===== config.mk =====
export PLATFORM = sky130hd
export DESIGN_NAME = cs_seq
export DESIGN_NICKNAME = d
export VERILOG_FILES = /design/src/rtl/cs_seq_pkg.sv /design/src/rtl/cs_seq_pick.sv /design/src/rtl/cs_seq.sv
export SDC_FILE = /design/constraint.sdc
export NUM_CORES = 1
export LEC_CHECK = 0
export ABC_CLOCK_PERIOD_IN_PS = 4230
export BUFFER_PORTS_ARGS = -buffer_cell sky130_fd_sc_hd__clkbuf_2
export CAP_MARGIN = 20
export CORE_ASPECT_RATIO = 1.2
export CORE_MARGIN = 5
export CORE_UTILIZATION = 50
export CTS_CLUSTER_SIZE = 8
export DETAILED_ROUTE_END_ITERATION = 8
export MAX_ROUTING_LAYER = met4
export PLACE_DENSITY = 0.73
export SYNTH_ARGS = -nofsm -noshare
export SYNTH_HDL_FRONTEND = slang
export SYNTH_SLANG_ARGS = --single-unit

===== constraint.sdc =====
create_clock -name clk -period 4.23 [get_ports clk]
set_clock_uncertainty 0.2 [all_clocks]
set_input_delay 0.6345 -clock clk [delete_from_list [all_inputs] [get_ports clk]]
set_output_delay 0.6345 -clock clk [all_outputs]
set_load 0.02 [all_outputs]

===== src/rtl/cs_seq_pkg.sv =====
// cs_seq_pkg: shared types and helpers for the control-section flag sequencer.
//   state_t : sequencer FSM states
//   idx_w   : index width for a stage count ($clog2 with a floor of 1)
package cs_seq_pkg;

   typedef enum logic [1:0] {
      S_IDLE = 2'd0,
      S_ARM  = 2'd1,
      S_REQ  = 2'd2,
      S_REL  = 2'd3
   } state_t;

   function automatic int idx_w(input int n);
      return (n > 2) ? $clog2(n) : 1;
   endfunction

endpackage


===== src/rtl/cs_seq_pick.sv =====
// cs_seq_pick: combinational stage selector for cs_seq.
//   mask  : enabled stages
//   cur   : currently active stage
//   mode  : wrap allowed (continuous run with no stop pending)
//   first : lowest enabled index (0 when mask is empty)
//   nxt   : next enabled index above cur; when none exists, first if mode
//           is set, otherwise cur
//   found : an enabled index above cur exists
module cs_seq_pick
   import cs_seq_pkg::*;
#(
   parameter int NSTAGE = 8
) (
   input  logic [NSTAGE-1:0]            mask,
   input  logic [idx_w(NSTAGE)-1:0]     cur,
   input  logic                         mode,
   output logic [idx_w(NSTAGE)-1:0]     first,
   output logic [idx_w(NSTAGE)-1:0]     nxt,
   output logic                         found
);

   localparam int IW = idx_w(NSTAGE);

   logic [IW-1:0] hi_idx;
   logic          hi_ok;

   // Scan downwards so the lowest matching index is the last one written.
   always_comb begin
      first  = '0;
      hi_idx = '0;
      hi_ok  = 1'b0;
      for (int i = NSTAGE - 1; i >= 0; i--) begin
         if (mask[i]) begin
            first = IW'(i);
            if (i > int'(cur)) begin
               hi_idx = IW'(i);
               hi_ok  = 1'b1;
            end
         end
      end
   end

   assign found = hi_ok;
   assign nxt   = hi_ok ? hi_idx : (mode ? first : cur);

endmodule


===== src/rtl/cs_seq.sv =====
// cs_seq: control-section flag sequencer. Walks the enabled stages in
// ascending order through an fs/fd four-phase handshake, once or in a loop.
//   clk, rst      : clock, synchronous active-high reset
//   start         : run request (IDLE only); mode/stage_en/tmo_limit latched
//   hold          : blocks raising a new fs
//   stop          : continuous mode ends after the current pass
//   abort         : immediate return to IDLE, no done/err
//   fs / fd       : per-stage start / done flags
//   busy, done    : run in progress, completion pulse
//   err, err_stage: timeout pulse and the stage that timed out
//   cur_stage     : active stage, loop_cnt: completed passes this run
//
// state | meaning
// IDLE  | waiting for start
// ARM   | fs low, waiting for hold to clear before raising fs[cur_stage]
// REQ   | fs[cur_stage] high, waiting for fd[cur_stage] high
// REL   | fs low, waiting for fd[cur_stage] low, then pick the next stage
module cs_seq
   import cs_seq_pkg::*;
#(
   parameter int NSTAGE = 8,
   parameter int TMO_W  = 16,
   parameter int LCNT_W = 16
) (
   input  logic                         clk,
   input  logic                         rst,
   input  logic                         start,
   input  logic                         mode,
   input  logic [NSTAGE-1:0]            stage_en,
   input  logic [TMO_W-1:0]             tmo_limit,
   input  logic                         hold,
   input  logic                         stop,
   input  logic                         abort,
   output logic [NSTAGE-1:0]            fs,
   input  logic [NSTAGE-1:0]            fd,
   output logic                         busy,
   output logic                         done,
   output logic                         err,
   output logic [idx_w(NSTAGE)-1:0]     err_stage,
   output logic [idx_w(NSTAGE)-1:0]     cur_stage,
   output logic [LCNT_W-1:0]            loop_cnt
);

   localparam int IW = idx_w(NSTAGE);
   localparam logic [NSTAGE-1:0] ONE = NSTAGE'(1);

   state_t              state_q, state_n;
   logic                mode_q, mode_n;
   logic [NSTAGE-1:0]   mask_q, mask_n;
   logic [TMO_W-1:0]    lim_q, lim_n;
   logic [TMO_W-1:0]    tmo_q, tmo_n;
   logic                stop_pend_q, stop_pend_n;
   logic [NSTAGE-1:0]   fs_n;
   logic                busy_n, done_n, err_n;
   logic [IW-1:0]       err_stage_n, cur_n;
   logic [LCNT_W-1:0]   loop_n;

   logic [NSTAGE-1:0]   pick_mask;
   logic [IW-1:0]       pick_first, pick_nxt;
   logic                pick_found;
   logic                fd_cur, tmo_hit;

   // In IDLE the live mask is needed to find the first stage at start.
   assign pick_mask = (state_q == S_IDLE) ? stage_en : mask_q;
   assign fd_cur    = fd[cur_stage];
   assign tmo_hit   = (lim_q != '0) && (tmo_q == lim_q);

   cs_seq_pick #(.NSTAGE(NSTAGE)) u_pick (
      .mask  (pick_mask),
      .cur   (cur_stage),
      .mode  (mode_q & ~stop_pend_q),
      .first (pick_first),
      .nxt   (pick_nxt),
      .found (pick_found)
   );

   always_comb begin
      state_n     = state_q;
      mode_n      = mode_q;
      mask_n      = mask_q;
      lim_n       = lim_q;
      tmo_n       = tmo_q;
      stop_pend_n = stop_pend_q;
      fs_n        = '0;
      busy_n      = busy;
      done_n      = 1'b0;
      err_n       = 1'b0;
      err_stage_n = err_stage;
      cur_n       = cur_stage;
      loop_n      = loop_cnt;

      if (state_q != S_IDLE && stop) stop_pend_n = 1'b1;
      if (state_q == S_REQ || state_q == S_REL) tmo_n = tmo_q + 1'b1;

      if (abort) begin
         state_n = S_IDLE;
         busy_n  = 1'b0;
      end else begin
         case (state_q)
            S_IDLE: begin
               busy_n = 1'b0;
               if (start) begin
                  mode_n      = mode;
                  mask_n      = stage_en;
                  lim_n       = tmo_limit;
                  loop_n      = '0;
                  stop_pend_n = 1'b0;
                  if (stage_en == '0) begin
                     done_n = 1'b1;
                  end else begin
                     cur_n   = pick_first;
                     state_n = S_ARM;
                     busy_n  = 1'b1;
                  end
               end
            end
            S_ARM: begin
               if (!hold) begin
                  fs_n    = ONE << cur_stage;
                  tmo_n   = '0;
                  state_n = S_REQ;
               end
            end
            S_REQ: begin
               if (fd_cur) begin
                  state_n = S_REL;
               end else if (tmo_hit) begin
                  err_n       = 1'b1;
                  err_stage_n = cur_stage;
                  busy_n      = 1'b0;
                  state_n     = S_IDLE;
               end else begin
                  fs_n = ONE << cur_stage;
               end
            end
            S_REL: begin
               if (!fd_cur) begin
                  if (pick_found) begin
                     cur_n   = pick_nxt;
                     state_n = S_ARM;
                  end else if (mode_q && !stop_pend_q) begin
                     loop_n  = loop_cnt + 1'b1;
                     cur_n   = pick_nxt;
                     state_n = S_ARM;
                  end else begin
                     loop_n  = loop_cnt + 1'b1;
                     done_n  = 1'b1;
                     busy_n  = 1'b0;
                     state_n = S_IDLE;
                  end
               end else if (tmo_hit) begin
                  err_n       = 1'b1;
                  err_stage_n = cur_stage;
                  busy_n      = 1'b0;
                  state_n     = S_IDLE;
               end
            end
            default: state_n = S_IDLE;
         endcase
      end
   end

   always_ff @(posedge clk) begin
      if (rst) begin
         state_q     <= S_IDLE;
         mode_q      <= 1'b0;
         mask_q      <= '0;
         lim_q       <= '0;
         tmo_q       <= '0;
         stop_pend_q <= 1'b0;
         fs          <= '0;
         busy        <= 1'b0;
         done        <= 1'b0;
         err         <= 1'b0;
         err_stage   <= '0;
         cur_stage   <= '0;
         loop_cnt    <= '0;
      end else begin
         state_q     <= state_n;
         mode_q      <= mode_n;
         mask_q      <= mask_n;
         lim_q       <= lim_n;
         tmo_q       <= tmo_n;
         stop_pend_q <= stop_pend_n;
         fs          <= fs_n;
         busy        <= busy_n;
         done        <= done_n;
         err         <= err_n;
         err_stage   <= err_stage_n;
         cur_stage   <= cur_n;
         loop_cnt    <= loop_n;
      end
   end

endmodule


# Yosys cells after proc, flatten, opt, wreduce, memory -nomap -nowiden
# Index checks and enable logic that the tools add are counted.
# word_totals
input_bits	39
wordCells	154
output_inout_bits	33
reg_bits	77
# classes
shifts	1
n_lt_le_gt_ge	8
add_sub_neg	2
reduce_logical	19
bitwise	3
n_eq_ne	14
muxes	94
# ops
op	n
$mux 16	7
$mux 3	32
$mux 1	36
$add 16x1->16 const B	2
$mux 8	4
$pmux 16 s2	1
$eq 16x16->1	1
$pmux 8 s2	1
$reduce_bool 16->1	1
$ne 2x2->1 const B	7
$gt 3x3->1 const A	4
$mux 2	6
$pmux 3 s2	2
$logic_not 8->1	1
$pmux 2 s4	1
$reduce_and 4->1	2
$shl 1x3->8 const A	1
$gt 2x3->1 const A	2
$ne 3x3->1 const B	2
$reduce_and 3->1	2
$reduce_and 6->1	1
$reduce_bool 2->1	3
$reduce_and 5->1	1
$eq 2x2->1 const B	2
15 further kinds	19

# Logic depth before layout (Yosys ltp)
# depth
word_depth	20
mapped_depth	11

# Cells and area by module
# Synthesis repeated with hierarchy kept, for this count alone.
# hier_totals
cells_unflattened	494
hier_area_um2	4103.9
# by_module_without_submodules
module	cells_each	area_each_um2	n_inst	seq_area_each_um2
cs_seq	448	3809.9	1	1541.5
cs_seq_pick	46	294.0	1	0.0

# Worst setup path after synthesis
# OpenSTA, ideal clock, no wires.
# synth_path
path_kind	register to register
from	register state_q[0]
to	register loop_cnt[6]
path_buffers	2
arrival_ns	2.704
stages_incl_launch_ff	11
path_slack_ns	1.256
setup_ns	0.070
cell_sequence	dfxtp_1 inv_1 ha_1 buf_6 mux2_4 a22o_4 o41ai_4 nand3_2 buf_6 or4_1 a21oi_1
# synth_via
elab_chain_len	17
elab_cells_between_ends	22
cone_classes	4 x eq/ne; 15 x mux; 3 x reduce/logical
# synth_rtl
item	line	rtl
from (decl)	cs_seq.sv:47	state_t state_q, state_n;
from (signal assigned)	cs_seq.sv:179	state_q <= state_n;
$logic_not 2->1	cs_seq.sv:64, cs_seq.sv:99	
$mux 8	cs_seq.sv:64	assign pick_mask = (state_q == S_IDLE) ? stage_en : mask_q;
$mux 1	cs_seq_pick.sv:33	if (mask[i]) begin
$mux 1	cs_seq_pick.sv:35	if (i > int'(cur)) begin
$mux 1	cs_seq_pick.sv:33	
$mux 1	cs_seq_pick.sv:35	
$mux 1	cs_seq_pick.sv:33	
$mux 1	cs_seq_pick.sv:35	
$mux 1	cs_seq_pick.sv:33	
$mux 1	cs_seq_pick.sv:35	
$mux 1	cs_seq_pick.sv:33	
$mux 1	cs_seq_pick.sv:35	
$mux 1	cs_seq_pick.sv:33	
$mux 1	cs_seq_pick.sv:35	
$mux 1	cs_seq_pick.sv:33	
$ne 2x2->1 (no line)	-	
$reduce_and 5->1 (no line)	-	
to (signal assigned)	cs_seq.sv:191	loop_cnt <= loop_n;
to (decl)	cs_seq.sv:41	output logic [LCNT_W-1:0] loop_cnt
# Several ways; a longest one is shown, not always the timed one.
# A chain may end at the register's enable or synchronous reset.

# Worst setup path in the final report
# layout_path
from	register state_q[0]
to	register loop_cnt[11]
# Same word-level chain as after synthesis.

==> results.yml <==
cts:
  postCtsSetupRepairBufs: 0
  clock-sinks: 77
  cts_buffer_depth: 2
  cts_root_buffer: "clkbuf_8"
  hold_buffers: 0
  cts_tree: "yes"
  htreeDepth: 3
  clk_pin_slew_worst_paths_ps: 80
  cts_resized: 0
  cts_buffers: 9
  clock_latency_ps: 350
global_routing:
  grt_pass1_vias: 3490
  grt_first_pass_wirelength_um: 16400
  grt_usage_pct: 20.8
  grt-ovfl-total: 0
  antenna_found_initial: 0
  grt_max_degree: 42
power_and_ir_drop:
  p_per_area_nw_per_um2: 327
  leakagePower_nw: 1.77
  clock_power_share_pct: 35.9
  seqPwrFrac_pct: 51.0
  power.total_mw: 1.49
  ir_worst_vdd_v: 0.000194
  switching_share_pct: 27.3
  combPwrFrac_pct: 13.1
  p_sw_uw: 406
  internal_power_mw: 1.08
worst_setup_path:
  critPathKind: "flop to flop"
  crit_chain: "inv_1 > ha_1 > buf_4 > mux2i_1 > o22ai_1 > o41ai_4 > nand4_1 > or3_1 > a21oi_1"
  worstPathRequired_ps: 4310
  cp-end-kind: "flop"
  cp_max_fo: 20
  cp.depth: 9
  crit_buf_inv: 2
  slowest_delay_ps: 490
  path_delay_family: "simple AND/OR/NAND/NOR gates"
  reg2reg_depth: 9
  crit_slowest_cell: "o41ai_4"
  cp_data_arrival_time_ps: 3560
  startpoint_type: "flop"
placed_design:
  numPortBuffers: 71
  gp_congestion: 0.845
  dpl.cell_count: 631
  dp_slack_ps: 766
  place.detailed.hpwl_um: 7240
route:
  wl_per_cell_um: 15.3
  routed_wl_um: 9840
  ant_nets: 0
  viasPerCell: 5.75
  vias: 3708
  drc: 0
  drtPass1Iterations: 4
  detail_route.iter0.violations: 224
final_layout:
  area_growth_syn_to_layout_pct: 14.1
  multi_input_comb_area_um2: 2270
  stdcell_count: 645
  ff_latch_area_um2: 1540
  drive_gt1_share_pct: 18.4
  fin_nets: 596
  num-fill-cells: 708
  n_antenna_cell: 0
floorplan:
  io_pins: 72
  start_util_pct: 51.4
  die_area_um2: 9860
  die_w_um: 91.5
  placementRows: 35
  core_um2: 7750
  fp.dieH_um: 108
min_path:
  hold_path_class: "flop to flop"
  holdPathStages: 2
logic_synthesis:
  synth_area_um2: 3990
  synth_seq_area_share_pct: 38.7
  yosysWarnings: 0
  synth_flop_cell: "dfxtp_1"
  synth_fp_nets: 536
  async_flop_share_pct: 0
  synth_edf_count: 0
  synth_seq_cells: 77
  syn_area_per_cell_um2: 8.13
  ys_types: 54
  synthCells: 490
timing:
  hold_viol: 0
  drv_slew: 0
  worst_pin_slew_ps: 986
  period_needed_ps: 3480
  fmax_ghz: 0.287
  relSlewSlack_pct: 34.1
  fin_crit_sh_pct: 82.3
  hold_ws_ps: 276
  layout_setup_ws_ps: 749
  setup_viol: 0
  rsz0062_at_grt: "false"
  finalSetupTns_ps: 0
run_status:
  status: "complete, no violations"
flow_run:
  maxCapViolCount: 0
[cell type report]
class,count,share of cell area [%]
Tap cell,92,2.53
Clock inverter,5,1.18
Timing Repair Buffer,74,8.31
Inverter,16,1.32
Sequential cell,77,33.9
Multi-Input combinational cell,372,50.0
Clock buffer,9,2.72
[power groups by stage]
stage          clock network (mW)  registers [mW]  logic [mW]
2_1_floorplan                   0           0.770       0.141
3_3_place_gp                    0           0.776       0.190
3_5_place_dp                    0           0.776       0.193
4_1_cts                     0.539           0.759       0.194
5_1_grt                     0.574           0.762       0.218
6_report                    0.534           0.759       0.195
[metal layers]
| metal | up-vias | routed length (um) | track usage (%) |
|---|---|---|---|
| met5 | - | 0 | - |
| met3 | 20 | 549 | 3.57 |
| met4 | 0 | 204 | 7.44 |
| met2 | 124 | 4640 | 33.5 |
| met1 | 1704 | 4450 | 26.3 |
| li1 | 1860 | - | - |
[worst reg2reg max path: stages, from the launching register on]
cell and delay, ps:
dfxtp_1 360, inv_1 130, ha_1 410, buf_4 310
mux2i_1 250, o22ai_1 200, o41ai_4 490, nand4_1 440
or3_1 480, a21oi_1 150
[state kept, by name (all words and copies together), names as in the netlist, 2 cells and up]
signal / cells
fs: 8
state_q: 2
cur_stage: 3
mask_q: 8
loop_cnt: 16
err_stage: 3
tmo_q: 16
lim_q: 16
[final timing paths]
| check | start | endpoint | slack, ps |
|---|---|---|---|
| worst max-delay path | state_q[0]$_SDFFE_PP0P_ | loop_cnt[11]$_SDFFE_PP0P_ | 750 |
| worst min-delay path | err_stage[1]$_SDFFE_PP0P_ | err_stage[1]$_SDFFE_PP0P_ | 280 |
| worst max register to register | state_q[0]$_SDFFE_PP0P_ | loop_cnt[11]$_SDFFE_PP0P_ | 750 |
| worst min register to register | err_stage[1]$_SDFFE_PP0P_ | err_stage[1]$_SDFFE_PP0P_ | 280 |
[stage by stage]
step | instance area [um2] | util [%]
after floorplan | 3990 | -
after global placement | 4370 | 56.4
after detailed placement | 4370 | 56.4
after CTS | 4550 | 58.7
after global routing | 4550 | 58.7
final | 4550 | 58.7
[cells by family after synthesis]
family / synth area share (%)
xor+xnor: 7.03
flops: 38.7
fa+ha+maj: 2.20
buf+inv: 4.30
mux: 4.02
compound gates: 18.5
simple gates: 25.3
[synthesized netlist by cell type, types with 3 or more instances]
master	instances	area, um2
a211oi_1	3	22.5
a21o_1	5	37.5
a21oi_1	56	280
a311oi_1	3	26.3
and3_1	9	56.3
and4_1	3	26.3
buf_1	3	11.3
clkbuf_1	18	67.6
dfxtp_1	77	1540
ha_1	7	87.6
inv_1	16	60.1
mux2i_1	13	130
nand2_1	71	267
nand2b_1	9	56.3
nand3_1	10	50.1
nand4_1	12	75.1
nor2_1	38	143
nor3_1	7	35.0
nor4_1	10	62.6
o211ai_1	3	22.5
o21ai_0	16	80.1
o22ai_1	4	25.0
o31ai_1	6	45.0
or2_2	6	37.5
or3_1	9	56.3
or4_1	6	45.0
xnor2_1	23	201
xor2_1	9	78.8
[cell usage in the layout (no fill, tap or decap), drive strengths merged, types with 3 or more instances in the layout]
cell type	instances
a211oi	3
inv	16
a21oi	56
o211ai	3
nor2	38
xnor2	23
nor3	7
or4	6
dfxtp	77
xor2	9
nand3	11
clkbuf	80
and4	3
o31ai	6
clkinv	4
nand4	12
ha	7
nand2	71
or2	6
a21o	5
nand2b	9
nor4	10
a311oi	3
or3	9
buf	3
o21ai	16
o22ai	4
mux2i	13
and3	9
(Power assumes the default switching activity.)
